$ cat config.mk
export PLATFORM = sky130hd
export DESIGN_NAME = hazard_stall_unit_flat
export DESIGN_NICKNAME = d
export VERILOG_FILES = /design/src/rtl/hazard_stall_unit_if.sv /design/src/rtl/hazard_stall_unit.sv /design/src/flat_wrapper.sv
export SDC_FILE = /design/constraint.sdc
export NUM_CORES = 1
export LEC_CHECK = 0
export BUFFER_PORTS_ARGS = -buffer_cell sky130_fd_sc_hd__buf_4
export CAP_MARGIN = 20
export CORE_UTILIZATION = 36
export DETAILED_ROUTE_END_ITERATION = 16
export PLACE_DENSITY_LB_ADDON = 0.08
export SYNTH_ARGS = -nofsm -noshare
export SYNTH_HDL_FRONTEND = slang
export SYNTH_SLANG_ARGS = --single-unit
$ cat constraint.sdc
create_clock -name clk -period 3.3 [get_ports clk]
set_input_delay 0.33 -clock clk [delete_from_list [all_inputs] [get_ports clk]]
set_output_delay 0.33 -clock clk [all_outputs]
set_load 0.01 [all_outputs]
$ cat src/rtl/hazard_stall_unit_if.sv
// Signal bundle between the ID-stage hazard/stall controller and the pipeline
// registers it drives: hazard operands in, PC/IF-ID/ID-EX controls and counters out.
interface hazard_stall_unit_if #(
   parameter int REG_BITS = 5,
   parameter int CNT_W    = 32
);
   logic [REG_BITS-1:0] IF_ID_RS;
   logic [REG_BITS-1:0] IF_ID_RT;
   logic                IF_ID_USES_RT;
   logic                IF_ID_BRANCH;
   logic                ID_EX_MEMREAD;
   logic                ID_EX_REGWRITE;
   logic [REG_BITS-1:0] ID_EX_DEST;
   logic                EX_MEM_MEMREAD;
   logic [REG_BITS-1:0] EX_MEM_RD;
   logic                BRANCH_TAKEN;
   logic                PC_WRITE;
   logic                IF_ID_WRITE;
   logic                ID_EX_BUBBLE;
   logic                IF_ID_FLUSH;
   logic [CNT_W-1:0]    STALL_CYCLES;
   logic [CNT_W-1:0]    FLUSH_COUNT;

   // The pipeline side drives the operand/hazard information.
   modport master (
      output IF_ID_RS, IF_ID_RT, IF_ID_USES_RT, IF_ID_BRANCH,
             ID_EX_MEMREAD, ID_EX_REGWRITE, ID_EX_DEST,
             EX_MEM_MEMREAD, EX_MEM_RD, BRANCH_TAKEN,
      input  PC_WRITE, IF_ID_WRITE, ID_EX_BUBBLE, IF_ID_FLUSH,
             STALL_CYCLES, FLUSH_COUNT
   );

   modport slave (
      input  IF_ID_RS, IF_ID_RT, IF_ID_USES_RT, IF_ID_BRANCH,
             ID_EX_MEMREAD, ID_EX_REGWRITE, ID_EX_DEST,
             EX_MEM_MEMREAD, EX_MEM_RD, BRANCH_TAKEN,
      output PC_WRITE, IF_ID_WRITE, ID_EX_BUBBLE, IF_ID_FLUSH,
             STALL_CYCLES, FLUSH_COUNT
   );
endinterface

$ cat src/rtl/hazard_stall_unit.sv
// Load-use / branch-operand hazard detector for the 5-stage MIPS pipeline.
// Optional performance counters are enabled by defining HAZARD_PERF_CNT_EN.
module hazard_stall_unit #(
   parameter int REG_BITS = 5,
   parameter int CNT_W    = 32
) (
   input  logic               clk,
   input  logic               rst_n,
   hazard_stall_unit_if.slave bus
);

   typedef enum logic {
      RUN  = 1'b0,
      HOLD = 1'b1
   } stateT;

   stateT state_q;
   stateT state_d;

   logic [REG_BITS-1:0] idRs;
   logic [REG_BITS-1:0] idRt;
   logic [REG_BITS-1:0] exDest;
   logic [REG_BITS-1:0] memRd;

   logic depEx;
   logic depMem;
   logic needTwo;
   logic needOne;
   logic stall;
   logic flush;

   assign idRs   = bus.IF_ID_RS;
   assign idRt   = bus.IF_ID_RT;
   assign exDest = bus.ID_EX_DEST;
   assign memRd  = bus.EX_MEM_RD;

   // Register 0 is hardwired, so a write to it can never be a true dependency.
   assign depEx  = (exDest != '0) &&
                   ((exDest == idRs) || (bus.IF_ID_USES_RT && (exDest == idRt)));
   assign depMem = (memRd != '0) &&
                   ((memRd == idRs) || (bus.IF_ID_USES_RT && (memRd == idRt)));

   assign needTwo = bus.IF_ID_BRANCH && bus.ID_EX_MEMREAD && depEx;
   assign needOne = (bus.ID_EX_MEMREAD && depEx) ||
                    (bus.IF_ID_BRANCH && bus.ID_EX_REGWRITE && !bus.ID_EX_MEMREAD && depEx) ||
                    (bus.IF_ID_BRANCH && bus.EX_MEM_MEMREAD && depMem);

   always_ff @(posedge clk) begin
      if (!rst_n) begin
         state_q <= RUN;
      end else begin
         state_q <= state_d;
      end
   end

   // A branch sitting behind a load needs two bubbles; HOLD supplies the second.
   always_comb begin
      state_d = RUN;
      stall   = 1'b0;
      flush   = 1'b0;
      if (rst_n) begin
         case (state_q)
            RUN: begin
               if (needTwo) begin
                  stall   = 1'b1;
                  state_d = HOLD;
               end else if (needOne) begin
                  stall   = 1'b1;
               end else begin
                  flush   = bus.BRANCH_TAKEN;
               end
            end
            HOLD: begin
               stall   = 1'b1;
               state_d = RUN;
            end
            default: begin
               state_d = RUN;
            end
         endcase
      end
   end

   assign bus.PC_WRITE     = !stall;
   assign bus.IF_ID_WRITE  = !stall;
   assign bus.ID_EX_BUBBLE = stall;
   assign bus.IF_ID_FLUSH  = flush;

`ifdef HAZARD_PERF_CNT_EN
   logic [CNT_W-1:0] stallCnt_q;
   logic [CNT_W-1:0] stallCnt_d;
   logic [CNT_W-1:0] flushCnt_q;
   logic [CNT_W-1:0] flushCnt_d;

   always_comb begin
      stallCnt_d = stallCnt_q + {{(CNT_W-1){1'b0}}, stall};
      flushCnt_d = flushCnt_q + {{(CNT_W-1){1'b0}}, flush};
   end

   always_ff @(posedge clk) begin
      if (!rst_n) begin
         stallCnt_q <= '0;
         flushCnt_q <= '0;
      end else begin
         stallCnt_q <= stallCnt_d;
         flushCnt_q <= flushCnt_d;
      end
   end

   assign bus.STALL_CYCLES = stallCnt_q;
   assign bus.FLUSH_COUNT  = flushCnt_q;
`else
   logic [CNT_W-1:0] zeroCnt;

   assign zeroCnt          = '0;
   assign bus.STALL_CYCLES = zeroCnt;
   assign bus.FLUSH_COUNT  = zeroCnt;
`endif

endmodule

$ cat src/flat_wrapper.sv
// flat-port wrapper written by rule: the top's interface ports become plain ports
module hazard_stall_unit_flat 
#(
   parameter int REG_BITS = 5,
   parameter int CNT_W    = 32
)
  (clk, rst_n, bus_IF_ID_RS, bus_IF_ID_RT, bus_IF_ID_USES_RT, bus_IF_ID_BRANCH, bus_ID_EX_MEMREAD, bus_ID_EX_REGWRITE, bus_ID_EX_DEST, bus_EX_MEM_MEMREAD, bus_EX_MEM_RD, bus_BRANCH_TAKEN, bus_PC_WRITE, bus_IF_ID_WRITE, bus_ID_EX_BUBBLE, bus_IF_ID_FLUSH, bus_STALL_CYCLES, bus_FLUSH_COUNT);
  hazard_stall_unit_if #(.REG_BITS(REG_BITS), .CNT_W(CNT_W)) bus_i ();
  input  logic clk;
  input  logic rst_n;
  input wire logic [$bits(bus_i.IF_ID_RS)-1:0] bus_IF_ID_RS;
  input wire logic [$bits(bus_i.IF_ID_RT)-1:0] bus_IF_ID_RT;
  input wire logic [$bits(bus_i.IF_ID_USES_RT)-1:0] bus_IF_ID_USES_RT;
  input wire logic [$bits(bus_i.IF_ID_BRANCH)-1:0] bus_IF_ID_BRANCH;
  input wire logic [$bits(bus_i.ID_EX_MEMREAD)-1:0] bus_ID_EX_MEMREAD;
  input wire logic [$bits(bus_i.ID_EX_REGWRITE)-1:0] bus_ID_EX_REGWRITE;
  input wire logic [$bits(bus_i.ID_EX_DEST)-1:0] bus_ID_EX_DEST;
  input wire logic [$bits(bus_i.EX_MEM_MEMREAD)-1:0] bus_EX_MEM_MEMREAD;
  input wire logic [$bits(bus_i.EX_MEM_RD)-1:0] bus_EX_MEM_RD;
  input wire logic [$bits(bus_i.BRANCH_TAKEN)-1:0] bus_BRANCH_TAKEN;
  output wire logic [$bits(bus_i.PC_WRITE)-1:0] bus_PC_WRITE;
  output wire logic [$bits(bus_i.IF_ID_WRITE)-1:0] bus_IF_ID_WRITE;
  output wire logic [$bits(bus_i.ID_EX_BUBBLE)-1:0] bus_ID_EX_BUBBLE;
  output wire logic [$bits(bus_i.IF_ID_FLUSH)-1:0] bus_IF_ID_FLUSH;
  output wire logic [$bits(bus_i.STALL_CYCLES)-1:0] bus_STALL_CYCLES;
  output wire logic [$bits(bus_i.FLUSH_COUNT)-1:0] bus_FLUSH_COUNT;
  assign bus_i.IF_ID_RS = bus_IF_ID_RS;
  assign bus_i.IF_ID_RT = bus_IF_ID_RT;
  assign bus_i.IF_ID_USES_RT = bus_IF_ID_USES_RT;
  assign bus_i.IF_ID_BRANCH = bus_IF_ID_BRANCH;
  assign bus_i.ID_EX_MEMREAD = bus_ID_EX_MEMREAD;
  assign bus_i.ID_EX_REGWRITE = bus_ID_EX_REGWRITE;
  assign bus_i.ID_EX_DEST = bus_ID_EX_DEST;
  assign bus_i.EX_MEM_MEMREAD = bus_EX_MEM_MEMREAD;
  assign bus_i.EX_MEM_RD = bus_EX_MEM_RD;
  assign bus_i.BRANCH_TAKEN = bus_BRANCH_TAKEN;
  assign bus_PC_WRITE = bus_i.PC_WRITE;
  assign bus_IF_ID_WRITE = bus_i.IF_ID_WRITE;
  assign bus_ID_EX_BUBBLE = bus_i.ID_EX_BUBBLE;
  assign bus_IF_ID_FLUSH = bus_i.IF_ID_FLUSH;
  assign bus_STALL_CYCLES = bus_i.STALL_CYCLES;
  assign bus_FLUSH_COUNT = bus_i.FLUSH_COUNT;
  hazard_stall_unit #(.REG_BITS(REG_BITS), .CNT_W(CNT_W)) u_core (.clk(clk), .rst_n(rst_n), .bus(bus_i));
endmodule
Word level (Yosys, flattened, before mapping)
Index checks and enable logic that the tools add are counted.
{"block": "word_totals", "inputBits": 28, "reg_bits": 1, "word_cells": 36, "out_inout_bits": 68}
{"block": "op_classes", "n_eq_ne": 4, "bitwise_logic": 1, "mux": 10, "n_reduce_logical": 20}
{"cell": "5-bit == test", "n": 4}
{"cell": "1-bit logical AND", "n": 12}
{"cell": "5-bit nonzero test", "n": 2}
{"cell": "1-bit 2-to-1 mux", "n": 8}
{"cell": "1-bit logical OR", "n": 4}
{"cell": "1-bit case mux with 2 select lines", "n": 2}
{"cell": "1-bit zero test", "n": 2}
{"cell": "1-bit inverter", "n": 1}

Longest topological paths before layout
Gate-level depths: netlist of the first run.
{"block": "logic_depth", "depth_word": 12, "ltp_mapped": 6}

Worst setup path after synthesis of the first run
No wires, ideal clock.
{"block": "synth_timing", "path_kind": "input to output", "from": "in bus_EX_MEM_RD[0]", "to": "out bus_PC_WRITE", "arrival_time_ns": 1.566, "path_slack_ns": 1.404, "stages": 5, "path_cell_list": "or4_1 -> o211ai_1 -> o32ai_2 -> o21ai_1 -> buf_4"}
{"block": "synth_via", "elab_chain_cells": 11, "elab_cells_between_ends": 13}
{"item": "from (decl)", "line": "flat_wrapper.sv:19", "source": "input wire logic [$bits(bus_i.EX_MEM_RD)-1:0] bus_EX_MEM_RD;"}
{"item": "5-bit == test", "line": "hazard_stall_unit.sv:41", "source": "((memRd == idRs) || (bus.IF_ID_USES_RT && (memRd == idRt)));"}
{"item": "1-bit logical AND", "line": "hazard_stall_unit.sv:41"}
{"item": "1-bit logical OR", "line": "hazard_stall_unit.sv:41"}
{"item": "1-bit logical AND *", "line": "hazard_stall_unit.sv:40", "source": "assign depMem = (memRd != '0) &&"}
{"item": "1-bit logical AND *", "line": "hazard_stall_unit.sv:46", "source": "(bus.IF_ID_BRANCH && bus.EX_MEM_MEMREAD && depMem);"}
{"item": "1-bit logical OR *", "line": "hazard_stall_unit.sv:45", "source": "(bus.IF_ID_BRANCH && bus.ID_EX_REGWRITE && !bus.ID_EX_MEMREAD && depEx) ||"}
{"item": "1-bit 2-to-1 mux *", "line": "hazard_stall_unit.sv:67", "source": "end else if (needOne) begin"}
{"item": "1-bit 2-to-1 mux *", "line": "hazard_stall_unit.sv:64", "source": "if (needTwo) begin"}
{"item": "1-bit case mux with 2 select lines *", "line": "hazard_stall_unit.sv:62", "source": "case (state_q)"}
{"item": "1-bit 2-to-1 mux *", "line": "hazard_stall_unit.sv:61", "source": "if (rst_n) begin"}
{"item": "1-bit zero test *"}
{"item": "to (decl)", "line": "flat_wrapper.sv:21", "source": "output wire logic [$bits(bus_i.PC_WRITE)-1:0] bus_PC_WRITE;"}
Every way passes the cells marked *; elsewhere a longest branch is shown, timed or not.

Worst setup path after layout of the first run
{"block": "layout_timing", "from": "in bus_EX_MEM_RD[0]", "to": "out bus_IF_ID_WRITE"}
{"block": "layout_via", "elab_chain_cells": 11, "elab_cells_between_ends": 13}
{"item": "5-bit == test", "line": "hazard_stall_unit.sv:41"}
{"item": "1-bit logical AND", "line": "hazard_stall_unit.sv:41"}
{"item": "1-bit logical OR", "line": "hazard_stall_unit.sv:41"}
{"item": "1-bit logical AND *", "line": "hazard_stall_unit.sv:40"}
{"item": "1-bit logical AND *", "line": "hazard_stall_unit.sv:46"}
{"item": "1-bit logical OR *", "line": "hazard_stall_unit.sv:45"}
{"item": "1-bit 2-to-1 mux *", "line": "hazard_stall_unit.sv:67"}
{"item": "1-bit 2-to-1 mux *", "line": "hazard_stall_unit.sv:64"}
{"item": "1-bit case mux with 2 select lines *", "line": "hazard_stall_unit.sv:62"}
{"item": "1-bit 2-to-1 mux *", "line": "hazard_stall_unit.sv:61"}
{"item": "1-bit zero test *", "line": "hazard_stall_unit.sv:85", "source": "assign bus.IF_ID_WRITE = !stall;"}
{"item": "to (decl)", "line": "flat_wrapper.sv:22", "source": "output wire logic [$bits(bus_i.IF_ID_WRITE)-1:0] bus_IF_ID_WRITE;"}
Marked as above.

==> results of run 1 <==
-- kinds of logic after synthesis --
| kind of cell | count (synthesis) | share of synthesized area |
|---|---|---|
| xor gates and xnor gates | 20 | 0.212 |
| DFF | 1 | 0.0242 |
| AOI/OAI and AO/OA | 7 | 0.0712 |
| buffers and inverters | 65 | 0.591 |
| and+or+nand+nor | 13 | 0.0970 |
| other | 1 | 0.00454 |
-- worst reg2reg max path: cells and delay by family, from the launching register on --
family | cells | cell delay, ns
flops | 1 | 0.30
simple gates | 2 | 0.29
-- worst paths after layout --
kind	endpoint	slack, ns
min reg2reg	u_core.state_q$_SDFF_PP0_	0.55
max	bus_IF_ID_WRITE	1.29
max reg2reg	u_core.state_q$_SDFF_PP0_	2.62
min	u_core.state_q$_SDFF_PP0_	0.55
-- synthesized netlist by cell type (all sizes together), types with 2 or more instances --
library cell / count
buf: 65
xor2: 18
nor2: 4
nor3: 3
a32oi: 2
nor4: 2
or4: 2
xnor2: 2
-- final cells by class --
cell class                      instances  area [sq um]  share of cell area
Tap cell                               27          33.8              0.0402
Multi-Input combinational cell        104           554               0.659
Sequential cell                         1          20.0              0.0238
Timing Repair Buffer                   31           233               0.277
-- layout by cell type, fill, tap and decap left out --
master    synthesis  layout
a21oi_1           1       1
a32oi_1           2       2
buf_4            65      31
conb_1            1      64
dfxtp_1           1       1
nand3b_1          1       1
nand4b_1          1       1
nor2_1            4       4
nor3_1            3       3
nor4_1            1       1
nor4_2            1       1
o211ai_1          1       1
o21a_1            1       1
o21ai_1           1       1
o32ai_2           1       1
or4_1             2       2
xnor2_1           2       2
xor2_1           18      18
-- per-layer routing --
metal	vias to the layer above	global-route usage	share of wire
li1	277	-	-
met1	241	0.107	0.35
met2	49	0.167	0.53
met3	0	0.0154	0.12
met4	0	0	0
met5	-	0	0
-- power groups by stage --
stage               clock (uW)  sequential (uW)  combinational [uW]
CTS                          0             12.5                99.1
finish                       0             12.5                99.7
floorplan                    0             12.5                 115
global placement             0             12.5                99.4
global route                 0             12.5                 111
detailed placement           0             12.5                98.8
-- per-stage QoR --
step	cell area (sq um)	cells
after floorplan	1060	170
after global placement	841	163
after detailed placement	841	163
after CTS	841	163
after global routing	841	163
final	841	163
==> metrics.md, run 1 <==
| Metric | Value |
|---|---|
| Outcome | complete, no violations |
| Fin crit period | 2.01 ns |
| Filler cells | 232 |
| Reg2Reg Depth | 2 |
| Worst-path clk slew | 0 ns |
| Ys async rst share | 0 |
| Net Sw Frac | 0.548 |
| Hold path start | u_core.state_q$_SDFF_PP0_ |
| Clock latency on the worst-skew pair | 0 ns |
| Pwr/cell area | 133 nW/um^2 |
| Layout Area Growth over Synthesis | 1.82% |
| Grt ovf | 0 |
| CP startpoint kind | primary input |
| Max-cap violations | 0 |
| Cell taking the most area after synthesis | buf_4 |
| Pre-CTS worst setup slack | roughly 1.3 ns |
| First-pass GRT wire length | 1770 microns |
| Initial Utilization | 0.400 |
| Hold Crit Class | reg2reg |
| Crit path from | bus_EX_MEM_RD[0] |
| Setup CP Type | in2out |
| Resized Gates After CTS | 0 |
| Post-DR wirelength/cell | 7.83 microns |
| PnR Total Power | 112 uW |
| DR vias | approximately 570 |
| Setup TNS Final | 0 ns |
| Yosys reg bits | 1 |
| Internal power | 50.8 uW |
| # DRC | 0 |
| Most flop-heavy register | u_core.state_q |
| Req. time, crit path | 2.97 ns |
| Number of DRC markers in iteration 0 | 2 |
| Slowest CP cell | or4_1 |
| Syn. warnings | 0 |
| Detailed placement HPWL | ~1200 microns |
| Max Slew Vio Count | 0 |
| Post-CTS Setup Inserts | 0 |
| Crit path buffers/inverters | 2 |
| Detail Route Antenna Nets | 0 |
| Sequential area share after synthesis | 0.0242 |
| Cell chain of the critical path | buf_4 > or4_1 > o211ai_1 > o32ai_2 > o21ai_1 > buf_4 |
| Vias per cell | 3.48 |
| Die ar. | 2490 sq um |
| Cell depth of the worst setup path | 6 |
| Critical path endpoint category | primary output |
| Vias in the first global route | 431 |
| NetSw | 61.5 uW |
| Critical Path Most Common Cell | buf_4 |
| Peak VDD IR | 0.0468 mV |
| Synth top area share | 0.591 |
| Largest regs | u_core.state_q: 1 flops |
| Layout Skew | 0 ns |
| Sequential share of power | 0.111 |
| CP top delay family | simple AND/OR/NAND/NOR gates |
| Fin. Hold Viols | 0 |
| Synth Instances | 107 |
| Hold depth | 2 |
| RSZ-0062 raised after global routing | no |
| Critical R2R Launch | u_core.state_q$_SDFF_PP0_ |
| CTS Hold Buffers Added | 0 |
| Fin util | 0.408 |
| Setup-failing EPs final | 0 |
| Syn avg cell area | between 7 and 8 sq um |
| Mapped cell area | between 800 and 900 sq um |
| Row count | 16 |
| Nets | 166 |
| Combinational power share | 0.889 |
| Drt total wl | approximately 1300 microns |
| Clock Power Share | 0 |
| Largest net degree at the start of global routing | 5 |
| Max FFs per register | 1 |
| RD Place Congestion | 0.705 |
| Core Region | between 2000 and 2500 sq um |
| CP Max Fanout | 3 |
| Cell variety after synth | 18 |
| Fin crit share | 0.610 |
| Antenna Cells | 0 |
| Static Leak | 0.000473 uW |
| Tot GR Track Use | 0.0879 |
| Synth area leaders | buf_4, xor2_1, dfxtp_1, a32oi_1, xnor2_1 |
| Slowest stage delay, CP | 0.54 ns |
| Hold slack | 0.550 ns |
| Main flop type after synthesis | dfxtp_1 |
| Final WS setup | 1.29 ns |
| Die X-Extent | 49.9 microns |
| Crit path DAT | 1.68 ns |
| Die Ht | roughly 50 microns |
| Post-synth EDFFs | 0 |
| Fmax | around 500 MHz |
| PortBufs | 31 |
| I/O pin total | 96 |
| Layout cells sized above 1 | 0.243 |
| Initial antenna violation count | 0 |
| DRT Pass-1 Iters | 2 |
Note: power is estimated with default switching activity, not from simulation.
==> run 2, diff against run 1 <==
Settings changed: CORE_ASPECT_RATIO set to 2, CORE_UTILIZATION 36 to 30.
Clock period 3.3 ns to 1.8 ns, I/O delays scaled along.
==> run 2 against run 1 <==
Net effect:
- sequential power grew 84%
- setup slack lost 1.2 ns
- register-to-register slack lost 1.5 ns
- routed wire length grew 21%
- first-iteration DRC count grew 50%
- combinational power grew 88%
- sequential share of layout area is essentially flat
- critical path depth grew 1
- final cell count grew 0.61%
==> metrics.md, run 2 (synthesized netlist as in run 1, its figures left out) <==
| Metric | Value |
|---|---|
| Outcome | complete, no violations |
| Die X-Extent | 39.1 microns (-22%) |
| Combinational power share | 0.891 (+0.002) |
| Sequential share of power | 0.109 (-0.002) |
| Vias per cell | 3.58 (+2.9%) |
| CP Max Fanout | 3 (unchanged) |
| Resized Gates After CTS | 0 (unchanged) |
| Detail Route Antenna Nets | 0 (unchanged) |
| Tot GR Track Use | 0.0860 (-0.00189) |
| Fmax | 601 MHz |
| Peak VDD IR | 0.103 mV (+120%) |
| Pre-CTS worst setup slack | 0.0492 ns (-1.23 ns) |
| Placed Cells | 164 (+0.61%) |
| Critical path endpoint category | primary output |
| Detailed placement HPWL | 1460 microns (+19%) |
| PortBufs | 31 (unchanged) |
| Filler cells | 304 (+31%) |
| Worst-path clk slew | 0 ns (unchanged) |
| DRT Pass-1 Iters | 3 (+1) |
| Fin. Hold Viols | 0 (unchanged) |
| Max FFs per register | 1 (unchanged) |
| Layout cells sized above 1 | 0.243 (unchanged) |
| Core Region | 2570 sq um (+25%) |
| Die Ht | 76.2 microns (+53%) |
| Layout Area Growth over Synthesis | 1.97% |
| Row count | 26 (+10) |
| Layout Skew | 0 ns (unchanged) |
| Antenna Cells | 0 (unchanged) |
| Max Slew Vio Count | 0 (unchanged) |
| # DRC | 0 (unchanged) |
| Grt ovf | 0 (unchanged) |
| CTS Hold Buffers Added | 0 (unchanged) |
| Multi-input gate area | 554 sq um (unchanged) |
| Pwr/cell area | 249 nW/um^2 (+87%) |
| DR vias | 587 (+3.5%) |
| Max-cap violations | 0 (unchanged) |
| Clock Power Share | 0 (unchanged) |
| RD Place Congestion | 0.700 (-0.70%) |
| Hold Crit Class | in2reg |
| Most frequent cells in the layout | conb_1, buf_4, xor2_1, nor2_1, nor3_1 |
| Final WS setup | 0.137 ns (-1.15 ns) |
| First-pass GRT wire length | 1960 microns (+10%) |
| Internal power | 93.1 uW (+83%) |
| Net Sw Frac | 0.556 (+0.00883) |
| Post-DR wirelength/cell | 9.41 microns (+20%) |
| Largest regs | u_core.state_q: 1 flops |
| Crit path DAT | 1.48 ns (-0.20 ns) |
| Die ar. | 2980 sq um (+20%) |
| Post-CTS Setup Inserts | 0 (unchanged) |
| RSZ-0062 raised after global routing | no |
| Nets | 166 (unchanged) |
| I/O pin total | 96 (unchanged) |
| Setup-failing EPs final | 0 (unchanged) |
| Non-filler cells in the finished layout | 164 (+0.61%) |
| Fin crit period | 1.66 ns |
| Drt total wl | 1540 microns (+21%) |
| Clock latency on the worst-skew pair | 0 ns (unchanged) |
| Setup TNS Final | 0 ns (unchanged) |
| Most flop-heavy register | u_core.state_q |
| Setup CP Type | in2out |
| Largest net degree at the start of global routing | 5 (unchanged) |
| Vias in the first global route | 459 (+6.5%) |
| CP startpoint kind | primary input |
| Most common cell after layout, fill and taps aside | conb_1 |
| Req. time, crit path | 1.62 ns (-1.35 ns) |
| Static Leak | 0.000473 uW (-0.13%) |
| Fin crit share | 0.924 |
| Sequential cell area | 20.0 sq um (unchanged) |
| Initial antenna violation count | 0 (unchanged) |
| Number of DRC markers in iteration 0 | 3 (+1) |
| Initial Utilization | 0.321 (-0.0792) |
| NetSw | 117 uW (+90%) |
[run 2: cell counts in the layout (fill, tap and decap cells not counted)]
Identical to the previous run, type by type.
[run 2: worst paths after layout]
kind / start / to / slack, ns / cells past startpoint
setup reg to reg: u_core.state_q$_SDFF_PP0_ / u_core.state_q$_SDFF_PP0_ / 1.10 / 2
hold / removal: bus_ID_EX_MEMREAD / u_core.state_q$_SDFF_PP0_ / 0.48 / 3
hold reg to reg: u_core.state_q$_SDFF_PP0_ / u_core.state_q$_SDFF_PP0_ / 0.57 / 2
setup / recovery: bus_ID_EX_DEST[4] / bus_IF_ID_WRITE / 0.14 / 7
[run 2: power by group through the flow]
stage / sequential [uW] / combinational [uW] / clock [uW]
3_5_place_dp: 23.0 / 185 / 0
6_report: 23.0 / 187 / 0
4_1_cts: 23.0 / 185 / 0
2_1_floorplan: 22.9 / 210 / 0
5_1_grt: 23.0 / 207 / 0
3_3_place_gp: 23.0 / 185 / 0
[run 2: metal layers]
metal / vias to the layer above / share of wire / global-route usage
met3: 0 / 0.13 / 0.00875
met5: - / 0 / 0
met2: 54 / 0.58 / 0.170
met4: 0 / 0 / 0
met1: 255 / 0.29 / 0.0946
li1: 278 / - / -
[run 2: worst max-delay path, cell delays in order]
cell and delay [ns]:
buf_4 0.13, xor2_1 0.17, nor4_2 0.27, a32oi_1 0.18, o32ai_2 0.29, o21ai_1 0.11, buf_4 0.15
[run 2: stage by stage]
step                      utilization  cell area (sq um)  hold slack [ns]  power [uW]
final                           0.328                842            0.479         210
after global routing            0.328                842            0.497         230
after CTS                       0.328                842            0.481         208
after detailed placement        0.328                842            0.476         208
after global placement          0.328                842            0.484         208
after floorplan                     -               1060            0.328         233
[run 2: final cells by class]
type	count	area share
Multi-Input combinational cell	104	0.658
Sequential cell	1	0.0238
Tap cell	28	0.0416
Timing Repair Buffer	31	0.276
